## config.mk

```make
export PLATFORM = sky130hd
export DESIGN_NAME = biaojue_vote
export DESIGN_NICKNAME = d
export VERILOG_FILES = /design/src/rtl/biaojue_vote.sv
export SDC_FILE = /design/constraint.sdc
export NUM_CORES = 1
export LEC_CHECK = 0
export ABC_AREA = 0
export CAP_MARGIN = 5
export CORE_MARGIN = 4
export CORE_UTILIZATION = 36
export CTS_BUF_LIST = sky130_fd_sc_hd__clkbuf_2
export CTS_CLUSTER_DIAMETER = 100
export DETAILED_ROUTE_END_ITERATION = 12
export DONT_BUFFER_PORTS = 1
export PLACE_DENSITY_LB_ADDON = 0.08
export SKIP_LAST_GASP = 1
export SLEW_MARGIN = 20
export SYNTH_ARGS = -nofsm -noshare
export SYNTH_HDL_FRONTEND = slang
export SYNTH_SLANG_ARGS = --single-unit
```

## constraint.sdc

```tcl
create_clock -name sys_clk -period 3.5 [get_ports sys_clk]
set_clock_uncertainty 0.2 [all_clocks]
set_input_delay 0.175 -clock sys_clk [delete_from_list [all_inputs] [get_ports sys_clk]]
set_output_delay 0.175 -clock sys_clk [all_outputs]
set_load 0.005 [all_outputs]
```

## src/rtl/biaojue_vote.sv

```systemverilog
// Five-input majority voter: registers the verdict, the yes count and a unanimity flag,
// and keeps saturating pass/reject tallies.
module biaojue_vote #(
   parameter int CNT_W = 16
) (
   input  logic             sys_clk,
   input  logic             sys_rst,
   input  logic             vote_en,
   input  logic             a,
   input  logic             b,
   input  logic             c,
   input  logic             d,
   input  logic             e,
   output logic             result,
   output logic [2:0]       vote_cnt,
   output logic             unanimous,
   output logic             valid,
   output logic [CNT_W-1:0] pass_cnt,
   output logic [CNT_W-1:0] fail_cnt
);

   localparam logic [CNT_W-1:0] CNT_MAX = '1;

   logic [2:0] yes;
   logic       pass;

   // Five one-bit ballots sum to at most 5, so three bits never overflow.
   always_comb begin
      yes  = {2'b00, a} + {2'b00, b} + {2'b00, c} + {2'b00, d} + {2'b00, e};
      pass = (yes >= 3'd3);
   end

   // NOTE: registered state uses non-blocking assignments so every flop samples
   // pre-edge values regardless of statement order.
   always_ff @(posedge sys_clk) begin
      if (sys_rst) begin
         result    <= 1'b0;
         vote_cnt  <= 3'd0;
         unanimous <= 1'b0;
         valid     <= 1'b0;
         pass_cnt  <= '0;
         fail_cnt  <= '0;
      end else if (vote_en) begin
         result    <= pass;
         vote_cnt  <= yes;
         unanimous <= (yes == 3'd0) || (yes == 3'd5);
         valid     <= 1'b1;
         if (pass) begin
            if (pass_cnt != CNT_MAX) pass_cnt <= pass_cnt + CNT_W'(1);
         end else begin
            if (fail_cnt != CNT_MAX) fail_cnt <= fail_cnt + CNT_W'(1);
         end
      end else begin
         valid <= 1'b0;
      end
   end

endmodule

```

==> Yosys cells after proc, flatten, opt, wreduce, memory -nomap -nowiden <==
Index checks and enable logic that the tools add are counted.
{ "op_classes": {"add_sub_neg": 6, "multipliers": 0, "n_div": 0, "n_lt_le_gt_ge": 1, "n_eq_ne": 3, "shift": 0, "muxes": 1, "bitwise": 1, "n_reduce_logical": 4} }
{ "ops": {"columns": ["cell", "count"], "rows": [
  ["16-bit by 1-bit adder with 16-bit output (second input constant)", 2],
  ["16-bit != test (second input constant)", 2],
  ["3-bit by 1-bit adder with 3-bit output", 2],
  ["3-bit AND reduction", 2],
  ["2-bit by 1-bit adder with 3-bit output", 1],
  ["3-bit == test (second input constant)", 1],
  ["3-bit by 2-bit >= comparator with 1-bit output (second input constant)", 1],
  ["3-bit zero test", 1],
  ["1-bit by 1-bit adder with 2-bit output", 1],
  ["1-bit logical OR", 1],
  ["1-bit two-way mux", 1],
  ["1-bit inverter", 1]
]} }
{ "word_totals": {"ff_bits": 38, "latch_bits": 0, "mem_bits_rw": 0, "rom_bits": 0, "output_inout_bits": 38, "elab_cells": 22, "n_memories": 0} }

==> Depth between registers and ports, before layout <==
Gate-level depths: netlist of run 1.
{ "logic_depth": {"word_depth": 7, "ltp_mapped": 10, "ltp_nobuf": 9} }

==> Least setup slack after synthesis of run 1 <==
No wires, ideal clock.
{ "synth_path": {"path_kind": "in2reg", "from": "input a", "to": "register fail_cnt[15]", "t_arrival_ns": 2.735, "path_slack_ns": 0.495, "path_stages": 9, "n_path_buf": 0, "cell_sequence": "inv_1 fa_1 fa_1 inv_1 ha_1 nor3b_2 or4_4 or4_1 a21oi_1"} }
{ "synth_between": {"elab_chain_len": 7} }
{ "synth_rtl": {"columns": ["item", "line_no", "rtl"], "rows": [
  ["start: declaration", "9", "input logic a,"],
  ["1-bit by 1-bit adder with 2-bit output", "29", "yes = {2'b00, a} + {2'b00, b} + {2'b00, c} + {2'b00, d} + {2'b00, e};"],
  ["2-bit by 1-bit adder with 3-bit output", "29", null],
  ["3-bit by 1-bit adder with 3-bit output (2 in series)", "29", null],
  ["via yes[1]", "24", "logic [2:0] yes;"],
  ["3-bit by 2-bit >= comparator with 1-bit output", "30", "pass = (yes >= 3'd3);"],
  ["1-bit inverter (no source line)", null, null],
  ["3-bit AND reduction (no source line)", null, null],
  ["end signal: assignment", "51", "if (fail_cnt != CNT_MAX) fail_cnt <= fail_cnt + CNT_W'(1);"],
  ["end: declaration", "19", "output logic [CNT_W-1:0] fail_cnt"]
]} }
The timed path passes the listed nets, and every way through them passes these cells.
A chain may end at the register's enable or synchronous reset.

==> Worst setup path in the final report of run 1 <==
{ "layout_path": {"from": "input e", "to": "register fail_cnt[13]"} }
{ "layout_between": {"elab_chain_len": 4} }
{ "layout_rtl": {"columns": ["item", "line_no", "rtl"], "rows": [
  ["start: declaration", "13", "input logic e,"],
  ["3-bit by 1-bit adder with 3-bit output", "29", null],
  ["via yes[1]", "24", null],
  ["3-bit by 2-bit >= comparator with 1-bit output", "30", null],
  ["1-bit inverter (no source line)", null, null],
  ["3-bit AND reduction (no source line)", null, null]
]} }
The timed path passes the listed nets, and every way through them passes these cells.

==> metrics.txt, run 1 <==
total design power 818 uW; initial antenna violation count 0; hold crit path type in2reg; die area 0.00680 sq mm; Num Clock Sinks 38; Tot GR Track Use 0.152; GPL Wtd Cong 0.715; Largest delay share family, worst path buffers and inverters; Antenna Nets Post-Route 0; Post-synth EDFFs 0; layout cell share with drive strength beyond 1 0.0871; syn nets 249; n_diodes 0; Detailed Route WL 4890 um; Placeable Area 0.00524 sq mm; VDD IR-drop max 160 uV; clock-pin slew on the worst setup and hold paths 210 ps; mean area per synthesized cell 8.49 sq um; CTS tree yes; fillers 551; area growth from synthesis to layout 10.0%; Vias 1796; Worst-Skew Late Latency 390 ps; final net count 254; Port Buffers 0; H-tree levels 2; f_max 0.317 GHz; final setup vio count 0; Mapped Cells 235; Pre-antenna DRT Iters 4; Post-Route Setup TNS 0 ps; # rows 26; Max Root-Sink Buffers 2; main combinational cell family by area after synthesis simple AND/OR/NAND/NOR gates; RSZ-0062 raised after global routing no; clock root buffer clkbuf_2; fin util 0.419; WL per Instance 15.7 um; Hold Violations, Final 0; Synth Area in XOR/XNOR 0.00439; Critical Path AT 3330 ps; Synth Area in Compound Gates 0.206; Initial Util 0.381; first-pass GRT wire length 8110 um; Die Wd 82.5 um; worst path buffer plus inverter count 4; HPWL Detailed 3300 um; Post-Syn Area 0.00200 sq mm; Synth cell types 43; crit end category register; height of the chip 82.5 um; global route overflow 0; worst-path cell chain dlygate4sd3_1 -> inv_1 -> fa_1 -> inv_1 -> ha_1 -> nor3b_2 -> or4_4 -> or3_1 -> a21oi_1 -> dlygate4sd3_1; largest net degree at the start of global routing 40; vias per inst 5.77; Critical-path top delay cell or4_4; vias in the first global route 1626; type of the worst setup path in2reg; max incr delay on CP 580 ps; Synth warnings 0; Lkg Pwr 0.000700 uW; #FFs+latches synth 38; Inst Count DP 298; status complete, no violations; Synth Area in Adders 0.0451; Crit path required time 3670 ps; Tcrit/Tclk final 0.903; Slew @ Worst Pin 680 ps; multi-input combinational cell area 0.00114 sq mm; power per cell area 373 mW/mm^2; CP Launch Type input port; Post-Synth Simple-Gate Area 0.287; sequential cell area 761 sq um; CTS buffer count 5; slew margin rel. 0.545; number of max-cap violations 0; async set-reset flop share out of synthesis 0; I/O pin cnt 46; multiplexer area fraction after synthesis 0.0257; final std cells w/o fill 311; PostCTS Resize Cnt 0; pins over their slew limit 0; Synth Flop Type dfxtp_1; Max FO, Critical Path 6; initial DRC count 89; fin crit period 3160 ps; DRC 0; register area share after synthesis 0.381
## where the power goes
group	leakage, uW	switching, uW	internal, uW	total [uW]
registers	0.000308	13.8	445	458
clock network	0.0000427	154	119	272
logic	0.000349	52.3	35.5	87.7
## cells in the mapped netlist, types with 2 or more instances
cell       n  area, sq um
a211oi_1   4         30.0
a21oi_1   25          125
and3_1     4         25.0
and4_1     2         17.5
buf_2      3         15.0
clkbuf_1   7         26.3
dfxtp_1   38          761
fa_1       2         40.0
ha_1       4         50.1
inv_1     14         52.6
mux2i_1    4         40.0
nand2_1    9         33.8
nand2b_1   2         12.5
nand3_1   10         50.1
nand4_1   11         68.8
nor2_1    12         45.0
nor2b_1    3         18.8
nor3_1     5         25.0
nor4_1     7         43.8
o211ai_1   2         15.0
o21ai_0   11         55.1
o31ai_1   15          113
or3_1      6         37.5
or3b_2     2         17.5
or4_1     15          113
## registers in the layout, indices dropped and copies added (netlist names)
signal / cells
result: 1
valid: 1
fail_cnt: 16
pass_cnt: 16
vote_cnt: 3
unanimous: 1
## final timing paths
path / startpoint / to / slack, ps / cells after the start
min: c / vote_cnt[0] / 40 / 3
min reg2reg: result / result / 320 / 2
max reg2reg: fail_cnt[8] / fail_cnt[13] / 1030 / 5
max: e / fail_cnt[13] / 340 / 10
## layout make-up
class / count / area share
Inverter: 14 / 0.0239
Sequential cell: 38 / 0.346
Clock inverter: 3 / 0.0182
Tap cell: 70 / 0.0399
Multi-Input combinational cell: 172 / 0.519
Clock buffer: 5 / 0.0114
Timing Repair Buffer: 9 / 0.0410
## per-stage QoR
stage,area [sq um],hold slack [ps],setup slack (ps)
3_3_place_gp,2070,47.6,402
3_5_place_dp,2070,50.6,346
6_report,2200,40.0,341
5_1_grt,2200,41.0,268
2_1_floorplan,2000,219,495
4_1_cts,2200,9.43,395
## timing repair
action                    4_1_cts  5_1_grt
hold buffers                    5        0
buffers inserted                0        0
hold endpoints to repair       38        0
## layout by cell type (no fill, tap or decap), types with 4 or more instances in the layout
| cell | synthesis | final |
|---|---|---|
| nor4_1 | 7 | 6 |
| inv_1 | 14 | 14 |
| nor3_1 | 5 | 5 |
| o21ai_0 | 11 | 11 |
| a211oi_1 | 4 | 4 |
| buf_4 | 1 | 4 |
| mux2i_1 | 4 | 4 |
| or4_1 | 15 | 15 |
| nand4_1 | 11 | 11 |
| or3_1 | 6 | 6 |
| dlygate4sd3_1 | 0 | 4 |
| clkbuf_2 | 0 | 5 |
| nor2_1 | 12 | 12 |
| dfxtp_1 | 38 | 38 |
| nand2_1 | 9 | 9 |
| nand3_1 | 10 | 10 |
| a21oi_1 | 25 | 25 |
| o31ai_1 | 15 | 15 |
| ha_1 | 4 | 4 |
| and3_1 | 4 | 4 |
## per-layer routing
| metal | wire, um | part of all wire | track usage |
|---|---|---|---|
| met5 | 0 | 0 | 0 |
| met4 | 61 | 0.012 | 0.0449 |
| met1 | 2410 | 0.49 | 0.218 |
| met2 | 2070 | 0.42 | 0.209 |
| met3 | 346 | 0.071 | 0.0564 |
## logic make-up (layout without fill, tap and decap cells)
group                      Yosys count  after routing
and+or+nand+nor                     95             95
AOI/OAI and AO/OA                   65             65
DFF                                 38             38
buffers and inverters               25             31
adders and majority gates            6              6
muxes                                5              5
xor gates and xnor gates             1              1
## worst register-to-register path, stage by stage (launching register included)
cell and delay [ps]:
dfxtp_1 570, nand2_4 90, or4_4 530, or3_1 360, a21oi_1 140, dlygate4sd3_1 560
No activity file was read; power rests on OpenSTA's default activity.
==> run 2: changes to the inputs <==
- CORE_UTILIZATION: 36 -> 39
==> metrics.txt, run 2 (synthesis results as in run 1) <==
Initial Util 0.412 (+0.0306); slew margin rel. 0.487 (-0.0581); I/O pin cnt 46 (unchanged); power per cell area 344 mW/mm^2 (-7.7%); VDD IR-drop max 178 uV (+12%); status complete, no violations; Vias 1858 (+3.5%); hold buffer count at CTS 4 (-1); Critical-path top delay cell dlygate4sd3_1; CTS tree yes; DRC 0 (unchanged); layout cell share with drive strength beyond 1 0.0798 (-0.00730); worst-path cell chain inv_1 -> fa_1 -> fa_1 -> inv_1 -> ha_1 -> nor3b_2 -> o2111ai_1 -> or3_1 -> a21oi_1 -> dlygate4sd3_1; n_diodes 0 (unchanged); RSZ-0062 raised after global routing no; first-pass GRT wire length 8380 um (+3.3%); Max FO, Critical Path 8 (+2); Placeable Area 0.00485 sq mm (-7.4%); PostCTS Resize Cnt 0 (unchanged); clock root buffer clkbuf_2; height of the chip 79.5 um (-3.5%); # rows 25 (-3.8%); Crit path required time 3660 ps (about the same); Pre-antenna DRT Iters 4 (unchanged); WL per Instance 16.6 um (+5.7%); Largest regs fail_cnt: 16 flops, pass_cnt: 16 flops, vote_cnt: 3 flops; multi-input combinational cell area 0.00114 sq mm (unchanged); most frequent cells in the layout dfxtp_1 (38), a21oi_1 (25), o31ai_1 (15), or4_1 (15), inv_1 (14); vias in the first global route 1760 (+8.2%); area growth from synthesis to layout 7.46%; Hold Violations, Final 0 (unchanged); final std cells w/o fill 305 (-1.9%); Largest delay share family, worst path adder cells; Detailed Route WL 5060 um (+3.6%); Port Buffers 0 (unchanged); worst path buffer plus inverter count 3 (-1); postcts setup bufs 0 (unchanged); Slew @ Worst Pin 765 ps (+85.0 ps); HPWL Detailed 3540 um (+7.0%); commonest non-fill, non-tap cell in the layout dfxtp_1; pre-CTS WS 225 ps (-122 ps); Critical Path AT 3200 ps (-130 ps); GPL Wtd Cong 0.747 (+4.5%); vias per inst 6.09 (+5.5%); die area 0.00633 sq mm (-7.0%); max incr delay on CP 550 ps (-30 ps); Max Root-Sink Buffers 2 (unchanged); Inst Count DP 294 (-1.3%); largest net degree at the start of global routing 40 (unchanged); initial DRC count 84 (-5.6%); global route overflow 0 (unchanged); crit end category register; setup ws final 452 ps (+111 ps); final setup vio count 0 (unchanged); Tot GR Track Use 0.167 (+0.0145); Die Wd 79.5 um (-3.5%); initial antenna violation count 0 (unchanged); Antenna Nets Post-Route 0 (unchanged); sequential cell area 761 sq um (unchanged); Num Clock Sinks 38 (unchanged); Lkg Pwr 0.000678 uW (-3.2%); final net count 252 (-0.79%); type of the worst setup path in2reg; Worst-Skew Late Latency 390 ps (about the same); H-tree levels 2 (unchanged); number of max-cap violations 0 (unchanged); f_max 0.328 GHz (+3.6%); fillers 509 (-7.6%); clock-pin slew on the worst setup and hold paths 190 ps (-20 ps); CTS buffer count 5 (unchanged); CP Launch Type input port; pins over their slew limit 0 (unchanged); Tcrit/Tclk final 0.871 (-0.0318); Post-Route Setup TNS 0 ps (unchanged); fin crit period 3050 ps (-111 ps); hold crit path type in2reg
-- run 2: changes by cell type in the layout (fill, tap and decap cells not counted) --
cell	change
clkinv_2	-2
o21ai_0	-1
buf_4	-1
clkbuf_2	+2
dlygate4sd3_1	-1
bufinv_16	-1
o21ai_1	+1
-- run 2: final timing paths --
path,endpoint,from,cells past startpoint,slack (ps)
min reg2reg,result,result,2,320
max reg2reg,pass_cnt[8],pass_cnt[0],5,1030
max,pass_cnt[8],a,10,450
min,pass_cnt[12],vote_en,3,40
-- run 2: worst register-to-register path: stages (launching register included) --
cell           delay (ps)
dfxtp_1               500
ha_1                  290
o2111ai_1             320
or3_1                 440
a21oi_1               140
dlygate4sd3_1         550
-- run 2: where the power goes --
part	internal (uW)	switching [uW]	total, uW	leakage, uW
Combinational	33.1	52.7	85.8	0.000341
Sequential	444	13.8	458	0.000308
Clock	52.0	142	194	0.0000291
Total	529	208	738	0.000678
-- run 2: area by class of cell --
type | count | area share
Multi-Input combinational cell | 172 | 0.532
Sequential cell | 38 | 0.355
Tap cell | 67 | 0.0391
Timing Repair Buffer | 7 | 0.0338
Inverter | 14 | 0.0245
Clock buffer | 7 | 0.0163
-- run 2: routing by layer --
layer	global-route usage	wire length, um
met5	0	0
met4	0.0790	104
met3	0.0609	413
met2	0.253	2300
met1	0.208	2250
-- run 2: stage by stage --
stage / total power [uW] / utilization / hold WS (ps) / cell area [sq um]
finish: 738 / 0.442 / 37.8 / 2140
global route: 778 / 0.442 / 58.0 / 2140
CTS: 750 / 0.442 / 5.14 / 2140
detailed placement: 540 / 0.425 / 49.7 / 2060
global placement: 537 / 0.425 / 48.9 / 2060
floorplan: 530 / - / 219 / 2000
